[src/rtl/beta_fetch_unit.sv]
// Beta instruction fetch/issue stage: PC sequencing, imem req/ack fetch with
// timeout trap, and the instruction handoff to the control unit.
module beta_fetch_unit #(
  parameter logic [31:0] RESET_VECTOR = 32'h8000_0000,
  parameter logic [31:0] ILLOP_VECTOR = 32'h8000_0004,
  parameter logic [31:0] XADR_VECTOR  = 32'h8000_0008,
  parameter int unsigned TIMEOUT      = 15
) (
  input  logic        clk,
  input  logic        rst_n,
  output logic        imem_req,
  output logic [31:0] imem_addr,
  input  logic        imem_ack,
  input  logic [31:0] imem_rdata,
  output logic [31:0] instruction,
  output logic        instr_valid,
  input  logic        instr_ready,
  input  logic [2:0]  PCSEL,
  input  logic [31:0] pc_branch,
  input  logic [31:0] pc_jump,
  output logic [31:0] pc,
  output logic [31:0] pc_plus4,
  output logic        fetch_err
);

  typedef enum logic [1:0] {BOOT, FETCH, ISSUE} state_t;

  localparam logic [7:0] LAST_WAIT = 8'(TIMEOUT - 1);

  state_t      state, state_next;
  logic        boot_armed;
  logic [7:0]  wait_cnt;
  logic [31:0] next_pc;
  logic        fetch_active;
  logic        unused_target_bits;

  assign unused_target_bits = ^{pc_branch[31], pc_branch[1:0], pc_jump[1:0]};

  // The cycle fetch_err is high is a dead FETCH cycle: no request, acks ignored.
  assign fetch_active = (state == FETCH) && !fetch_err;
  assign imem_req     = fetch_active;
  assign imem_addr    = pc;
  assign instr_valid  = (state == ISSUE);
  assign pc_plus4     = {pc[31], pc[30:0] + 31'd4};

  // Supervisor bit is never set by PC+4 or branches, and JMP can only clear it.
  always_comb begin
    next_pc = ILLOP_VECTOR;
    case (PCSEL)
      3'd0:    next_pc = pc_plus4;
      3'd1:    next_pc = {pc[31], pc_branch[30:2], 2'b00};
      3'd2:    next_pc = {pc[31] & pc_jump[31], pc_jump[30:2], 2'b00};
      3'd4:    next_pc = XADR_VECTOR;
      default: next_pc = ILLOP_VECTOR;
    endcase
  end

  always_comb begin
    state_next = state;
    case (state)
      BOOT:    if (boot_armed) state_next = FETCH;
      FETCH:   if (fetch_active && imem_ack) state_next = ISSUE;
      ISSUE:   if (instr_ready) state_next = FETCH;
      default: state_next = BOOT;
    endcase
  end

  always_ff @(posedge clk or negedge rst_n) begin
    if (!rst_n) state <= BOOT;
    else        state <= state_next;
  end

  // BOOT spans one whole clock after reset release before the first request.
  always_ff @(posedge clk or negedge rst_n) begin
    if (!rst_n) begin
      boot_armed  <= 1'b0;
      pc          <= RESET_VECTOR;
      instruction <= '0;
      wait_cnt    <= '0;
      fetch_err   <= 1'b0;
    end else begin
      fetch_err <= 1'b0;
      case (state)
        BOOT: boot_armed <= 1'b1;
        FETCH: begin
          if (fetch_active) begin
            if (imem_ack) begin
              instruction <= imem_rdata;
              wait_cnt    <= '0;
            end else if (wait_cnt == LAST_WAIT) begin
              fetch_err <= 1'b1;
              pc        <= ILLOP_VECTOR;
              wait_cnt  <= '0;
            end else begin
              wait_cnt <= wait_cnt + 8'd1;
            end
          end
        end
        ISSUE: if (instr_ready) pc <= next_pc;
        default: ;
      endcase
    end
  end

endmodule
[config.mk]
export PLATFORM = sky130hd
export DESIGN_NAME = beta_fetch_unit
export DESIGN_NICKNAME = d
export VERILOG_FILES = /design/src/rtl/beta_fetch_unit.sv
export SDC_FILE = /design/constraint.sdc
export NUM_CORES = 1
export LEC_CHECK = 0
export ABC_CLOCK_PERIOD_IN_PS = 5100
export CAP_MARGIN = 10
export CORE_UTILIZATION = 44
export CTS_BUF_LIST = sky130_fd_sc_hd__clkbuf_4 sky130_fd_sc_hd__clkbuf_8
export CTS_CLUSTER_DIAMETER = 100
export DETAILED_ROUTE_END_ITERATION = 10
export PLACE_DENSITY = 0.91
export RECOVER_POWER = 25
export SYNTH_ARGS = -nofsm -noshare
export SYNTH_HDL_FRONTEND = slang
export SYNTH_SLANG_ARGS = --single-unit
[constraint.sdc]
create_clock -name clk -period 5.1 [get_ports clk]
set_input_delay 0.51 -clock clk [delete_from_list [all_inputs] [get_ports clk]]
set_output_delay 0.51 -clock clk [all_outputs]
set_load 0.02 [all_outputs]
* Word level (Yosys, flattened, before mapping) *
Index checks and enable logic that the tools add are counted.

storage, ports and cells
  flip-flop bits (word level) = 76
  output and inout port bits = 131
  logic and storage cells = 51

cells by class
  add/sub/neg operators = 2
  equality and inequality tests = 14
  muxes and demuxes = 16
  bitwise operators = 1
  reductions and logical operators = 11

operators by type and width
  kind                                                             count
  32-bit 2-to-1 mux                                                4
  32-bit one-hot mux with 4 select lines                           1
  32-bit one-hot mux with 2 select lines                           1
  31-bit by 3-bit adder with 31-bit output, second input constant  1
  8-bit 2-to-1 mux                                                 2
  2-bit != test, second input constant                             5
  8-bit by 1-bit adder with 8-bit output, second input constant    1
  8-bit by 4-bit == test with 1-bit output, second input constant  1
  7-bit AND reduction                                              1
  2-bit 2-to-1 mux                                                 3
  2-bit by 1-bit != test with 1-bit output, second input constant  3
  2-bit one-hot mux with 3 select lines                            1
  3-bit AND reduction                                              2
  5-bit AND reduction                                              1
  1-bit 2-to-1 mux                                                 4
  3-bit by 1-bit == test with 1-bit output, second input constant  1
  3-bit by 2-bit == test with 1-bit output, second input constant  1
  3-bit == test, second input constant                             1
  3-bit zero test                                                  1
  2-bit by 1-bit == test with 1-bit output, second input constant  1
  2-bit == test, second input constant                             1
  1-bit logical AND                                                2
  2-bit zero test                                                  1
  2-bit AND reduction                                              1
  3 further kinds                                                  3

* Depth between registers and ports, before layout *
Gate-level depths: netlist of the first run.

  depth in word-level cells = 5
  mapped depth = 9

* Worst setup path before layout of the first run *
No wires, ideal clock.

  path kind = register -> output
  start point = register pc[2], in the netlist imem_addr[2]
  end point = output port pc_plus4[18]
  arrival = 2.183 ns
  required time = 4.590 ns
  setup slack = 2.407 ns
  stages on the path, launching flop included = 6
  path buffers = 0
  path through = dfrtp_1 > ha_1 > nand3_2 > nor4_1 > and3_1 > xor2_1

on the way
  longest elaborated chain between the ends = 1

RTL lines
  item                                      RTL line  text
  start: declaration                        21        output logic [31:0] pc,
  start signal: assignment                  99        ISSUE: if (instr_ready) pc <= next_pc;
  31-bit by 3-bit adder with 31-bit output  44        assign pc_plus4 = {pc[31], pc[30:0] + 31'd4};
  end: declaration                          22        output logic [31:0] pc_plus4,

No other way between the ends.

* Worst setup path in the final report of the first run *
  start point = register pc[4], in the netlist imem_addr[4]
  end point = output port pc_plus4[27]

The elaborated chain is that of the path after synthesis.

==> metrics.txt, run 1 <==
HP Class=in2async; Post-CTS Resized=0; worst setup path endpoint=pc_plus4[27]; Vias/cell=between 5 and 6; worst-path cell chain=nand4_1, nor4_2, nand4_1, xnor2_1, clkdlybuf4s50_1; IO buf count=roughly 220; asr flop ratio synth=between 90% and 100%; Die ar.=approximately 0.010 mm^2; Synth warnings=0; Cell Area, Placed=around 0.0065 mm^2; IO Pins=234; Int Power=slightly above 2 mW; Max-cap violations=0; wire per inst=about 17 um; setup TNS=0 ns; gpl congestion=0.840; area share of the largest cell type after synthesis=41.3%; Synth cell types=55; ANT nets after route=0; number of CTS-inserted buffers=9; Sequential Power Share=roughly a third; core footprint=just under 0.01 mm^2; Hold Vio Cnt, Final=0; crit path launch type=register; # Post-CTS Setup Buffers=0; status=complete, no violations; DRT Wirelength=approximately 13 mm; hold_buf cts=0; initial DRC count=~160; r2r endpoint=imem_addr[27]; clock tree sinks=74; Yosys top cell by area=dfrtp_1; unrepaired setup endpoints after global routing=no; reg2reg start=imem_addr[4]; share of cells above drive strength 1=10.3%; DR pass1 iterations=5; switching share of power=around two fifths; global-route wire length before repair=20.4 mm; Lkg Pwr=2.72 nW; Crit Path Max Fanout=11; CTS clk-pin slew, worst paths=0.08 ns; Layout fillers=730; slowest CP cell=nor4_2; largest net degree at the start of global routing=75; Comb pwr share=a little over half; post-synthesis sequential area ratio=between 40% and 50%; H-tree depth=3; switching pwr=1.41 mW; kind of end point of the critical path=output port; vias=approximately 4300; Clock power frac=roughly 14%; Tcrit/Tclk final=74.1%; crit path kind=reg2out; initial antenna violation count=0; DP Wirelength=about 9.8 mm; CTS tree=done; GRT Util Overall=25.4%; Synth Cell Area=between 0.004 and 0.005 mm^2; fin crit period=3.78 ns; Rows=36; DRC viols=0; Synth area leaders=dfrtp_1, mux2_2, buf_4, o21ai_0, a22oi_1; relative slew slack=between 20% and 30%; most common cell type on the critical path=nand4_1; Initial Util=a little under half; total grt overflow=0; Critical Path AT=about 3.3 ns; vias in the first global route=4262; synth cell count leaders=dfrtp_1, buf_4, nor2_1; Area growth, synth to finish=51.5%; PwrDens=511 mW/mm^2; placed cells=~770; chip width=102 um; Critical Path RT=between 4 and 5 ns; worst skew pair latency=0.35 ns; CP startpoint=imem_addr[4]; ant diodes=0; Setup-failing EPs final=0; Die H=102 um; most frequent cell after synthesis=dfrtp_1; Max Fclk=~260 MHz; worst-margin pin slew=1.08 ns; max-slew violations=0; FF+latch count, synth=74; Primary FF master, synth=dfrtp_1; VDD IR max=approximately 0.27 mV; slowest stage delay, CP=0.96 ns; r2r worst-path depth=5; clk_skew=between 0.01 and 0.015 ns; final cell count without fillers=about 780; fin nets=750; post-route cell area=between 0.006 and 0.007 mm^2; gate count after technology mapping=462; Mapped Avg Cell Area=9.58 um^2; Root Driver=clkbuf_8; maximum clock insertion buffer count=2; number of flops mapped to enable cells by yosys=0; R2R Setup Slk=roughly 2.5 ns
==> metrics by stage <==
| step | power [mW] | util (%) | hold slack (ns) | setup WS [ns] |
|---|---|---|---|---|
| final | 3.43 | 68.6 | 0.303 | 1.32 |
| after global routing | 3.62 | 68.6 | 0.380 | 1.12 |
| after CTS | 3.45 | 68.6 | 0.328 | 1.34 |
| after detailed placement | 2.97 | 66.5 | 0.466 | 1.74 |
| after global placement | 2.91 | 66.5 | 0.462 | 1.76 |
| after floorplan | 2.09 | - | 0.214 | 2.41 |
==> layout by cell type (no fill, tap or decap), types with 2 or more instances in the layout <==
| cell | n |
|---|---|
| clkdlybuf4s50_1 | 221 |
| dfrtp_1 | 73 |
| nor2_1 | 40 |
| o21ai_0 | 39 |
| mux2_2 | 33 |
| nand2_1 | 23 |
| a22oi_1 | 23 |
| a21oi_1 | 19 |
| xor2_1 | 15 |
| nand3_1 | 15 |
| xnor2_1 | 14 |
| inv_1 | 10 |
| clkbuf_8 | 10 |
| o32a_1 | 8 |
| buf_4 | 8 |
| nand4_1 | 7 |
| and3_1 | 6 |
| a22o_1 | 6 |
| o31ai_1 | 6 |
| conb_1 | 6 |
| and2_1 | 5 |
| nor2b_1 | 5 |
| nor3_1 | 3 |
| nor4_1 | 3 |
| nand2b_1 | 3 |
| a31oi_1 | 3 |
| a221o_1 | 3 |
| ha_1 | 3 |
| or3b_2 | 2 |
| or3_1 | 2 |
| o21bai_1 | 2 |
| o41ai_1 | 2 |
| clkinv_2 | 2 |
==> layout make-up <==
type,count,area [um^2],share of cell area (%)
clock buffer,10,138,2.05
clock inverter,6,65.1,0.971
inverter,10,37.5,0.560
multi-input combinational,320,2170,32.4
sequential,74,1850,27.6
tap,133,166,2.48
timing repair buffer,229,2270,33.9
==> how the worst min path moves through the flow <==
stage / endpoint / slack, ns / start
floorplan: boot_armed / 0.21 / rst_n
global placement: boot_armed / 0.46 / boot_armed
detailed placement: boot_armed / 0.47 / boot_armed
CTS: imem_addr[8] / 0.33 / rst_n
global route: instruction[11] / 0.38 / rst_n
finish: instruction[11] / 0.30 / rst_n
==> logic make-up (layout without fill, tap and decap cells) <==
kind of cell,count (synthesis),in the layout,share of synthesized area (%)
compound gates,124,124,18.6
xor+xnor,29,29,5.74
fa+ha+maj,3,3,0.848
buf+inv,73,255,9.81
flops,74,74,41.9
mux,33,33,8.40
other cells,1,6,0.0847
simple gates,125,125,14.7
==> critical path: cells and delay by family (launching register included) <==
family	cells	cell delay, ns
buffers and inverters	1	0.63
XOR/XNOR	1	0.22
AND/OR/NAND/NOR	3	1.57
flip-flops	1	0.50
==> power by group through the flow <==
stage	combinational (mW)	sequential, mW	clock [mW]
after floorplan	0.803	1.29	0
after global placement	1.85	1.07	0
after detailed placement	1.88	1.09	0
after CTS	1.89	1.08	0.478
after global routing	1.99	1.12	0.502
final	1.88	1.08	0.466
==> flip-flops by register name (all words and copies together) (netlist names) <==
signal and count:
state 2, instruction 32, fetch_err 1, boot_armed 1, wait_cnt 8, imem_addr 30
==> layer usage <==
metal | up-vias | GRT usage, % | part of all wire, %
met2 | 238 | 44.7 | 50
li1 | 1995 | - | -
met4 | 0 | 11.2 | 1.7
met5 | - | 0 | 0
met1 | 2054 | 29.4 | 39
met3 | 27 | 5.81 | 8.5
No activity file was read; power rests on OpenSTA's default activity.
==> run 2, diff against run 1 <==
Settings changed: ABC_CLOCK_PERIOD_IN_PS 5100 to 3100, CORE_UTILIZATION 44 to 37, PLACE_DENSITY 0.91 to 0.82.
Clock period 5.1 ns to 3.1 ns, I/O delays scaled along.
==> run 2 against run 1 <==
The run now ends with DRC, capacitance limit, slew limit left. Register-to-register slack lost 1.9 ns. Cell area grew 2.6%. Sequential share of layout area shrank 0.60 points. Critical endpoint is now pc_plus4[23]. Global-route usage shrank 2.5 points. Sequential power grew 61%. Flip-flop and latch count is the same. Clock-buffer cell count grew 1. Via count shrank 0.16%. Largest power group unchanged.
==> metrics.txt, run 2 (synthesis results as in run 1) <==
Die H=111 um (was 102 um); Multi-input gate area=0.00219 mm^2 (was 0.00217 mm^2); max reg flops=32 (unchanged); Max-cap violations=1 (was 0); Critical Path RT=2.79 ns (was 4.59 ns); Critical Path AT=2.68 ns (was 3.27 ns); Tcrit/Tclk final=between 90% and 100%; vias in the first global route=4378 (was 4262); Root Driver=clkbuf_8 (unchanged); Max Fclk=about 330 MHz; fin crit period=between 2 and 3 ns; hold_buf cts=0 (unchanged); placed cells=790 (was 766); number of CTS-inserted buffers=9 (unchanged); H-tree depth=3 (unchanged); crit path kind=reg2out (unchanged); worst setup path endpoint=pc_plus4[23] (was pc_plus4[27]); r2r worst-path depth=8 (was 5); most common cell after layout, fill and taps aside=clkdlybuf4s50_1 (unchanged); setup ws final=0.106 ns (was 1.32 ns); DRC viols=30 (was 0); DP Wirelength=10.4 mm (was 9.76 mm); Layout fillers=964 (was 730); R2R Setup Slk=0.54 ns (was 2.47 ns); final cell count without fillers=808 (was 782); chip width=111 um (was 102 um); Reg with most FFs=instruction (unchanged); ant diodes=0 (unchanged); total grt overflow=0 (unchanged); r2r endpoint=wait_cnt[3] (was imem_addr[27]); Vias/cell=5.33 (was 5.52); kind of end point of the critical path=output port (unchanged); worst skew pair latency=0.36 ns (was 0.35 ns); Lkg Pwr=2.82 nW (was 2.72 nW); worst-margin pin slew=1.87 ns (was 1.08 ns); IO buf count=222 (unchanged); status=complete, but fails checks (was complete, no violations); clk_skew=0.0137 ns (was 0.0117 ns); VDD IR max=0.440 mV (was 0.271 mV); maximum clock insertion buffer count=2 (unchanged); crit path launch type=register (unchanged); PwrDens=823 mW/mm^2 (was 511 mW/mm^2); reg2reg start=wait_cnt[0] (was imem_addr[4]); largest net degree at the start of global routing=75 (unchanged); fin nets=767 (was 750); initial antenna violation count=0 (unchanged); HP Class=in2async (unchanged); global-route wire length before repair=22.3 mm (was 20.4 mm); Rows=39 (was 36); IO Pins=234 (unchanged); clock tree sinks=74 (unchanged); CTS tree=done (unchanged); CTS clk-pin slew, worst paths=0.08 ns (about the same); gpl congestion=0.798 (was 0.840); DR pass1 iterations=8 (was 5); wire per inst=17.6 um (was 17.1 um); Initial Util=38.4% (was 45.3%); CP startpoint=imem_addr[11] (was imem_addr[4]); ANT nets after route=0 (unchanged); DRT Wirelength=14.2 mm (was 13.4 mm); Area growth, synth to finish=55.4% (was 51.5%); Crit Path Max Fanout=11 (unchanged); Storage cell area=0.00186 mm^2 (was 0.00185 mm^2); Die ar.=0.0124 mm^2 (was 0.0105 mm^2); max-slew violations=75 (was 0); pre-CTS WS=0.132 ns (was 1.74 ns); relative slew slack=-24.6% (was 28.0%); failing checks=DRC, capacitance limit, slew limit; Hold Vio Cnt, Final=0 (unchanged); share of cells above drive strength 1=13.8% (was 10.3%); core footprint=0.0115 mm^2 (was 0.00977 mm^2); GRT Util Overall=22.8% (was 25.4%); initial DRC count=197 (was 162); vias=4307 (was 4314); Setup-failing EPs final=0 (unchanged); most frequent cells in the layout=clkdlybuf4s50_1, dfrtp_1, nor2_1, o21ai_0, mux2_2 (unchanged)
## run 2: changes by cell type in the layout (fill, tap and decap cells not counted), moves of 2 or more
cell	previous run	this run
dfrtp_2	0	6
clkdlybuf4s50_1	221	219
dfrtp_1	73	67
clkinvlp_4	1	3
buf_4	8	23
clkinv_2	2	0
## run 2: worst min-delay path by stage
stage	from	to
floorplan	rst_n	boot_armed
global placement	boot_armed	boot_armed
detailed placement	boot_armed	boot_armed
CTS	rst_n	state[1]
global route	boot_armed	boot_armed
finish	rst_n	instruction[7]
## run 2: report_power, final
part	internal, mW	switching, mW	leakage (nW)
clock	0.398	0.362	0.0911
combinational	1.62	1.54	1.80
sequential	1.35	0.396	0.928
## run 2: final cells by class
type                            instances  area share [%]
Timing Repair Buffer                  246            35.0
Multi-Input combinational cell        320            31.9
Sequential cell                        74            27.0
Tap cell                              143            2.60
Clock buffer                           11            2.11
Clock inverter                          4           0.764
Inverter                               10           0.546
## run 2: layer usage
metal	track usage, %	vias up	share of wire (%)
met5	0	-	0
met4	11.4	0	3.1
met3	5.66	33	7.7
met2	40.4	212	50
met1	25.6	2044	39
li1	-	2018	-
## run 2: worst max-delay path, stage by stage, from the launching register on
cell and delay, ns:
dfrtp_1 0.50, nand4_1 0.25, nor4_2 0.26, buf_4 0.24, and3_1 0.24, xor2_1 0.19, clkdlybuf4s50_1 0.66
## run 2: metrics by stage
stage | TNS, ns | utilization, % | area [um^2] | hold slack, ns | power [mW]
finish | 0 | 59.7 | 6880 | 0.470 | 5.66
global route | -0.0310 | 59.7 | 6880 | 0.525 | 5.96
CTS | 0 | 59.5 | 6850 | 0.133 | 5.71
detailed placement | 0 | 57.6 | 6630 | 0.463 | 4.93
global placement | 0 | 57.6 | 6630 | 0.462 | 4.85
floorplan | 0 | - | 4440 | 0.0144 | 3.44
## run 2: repair_timing
item | CTS | global route
pin swaps | 1 | 1
setup endpoints to repair | 8 | 8
hold endpoints to repair | 0 | 0
setup buffers | 2 | 1
resized for setup | 3 | 9
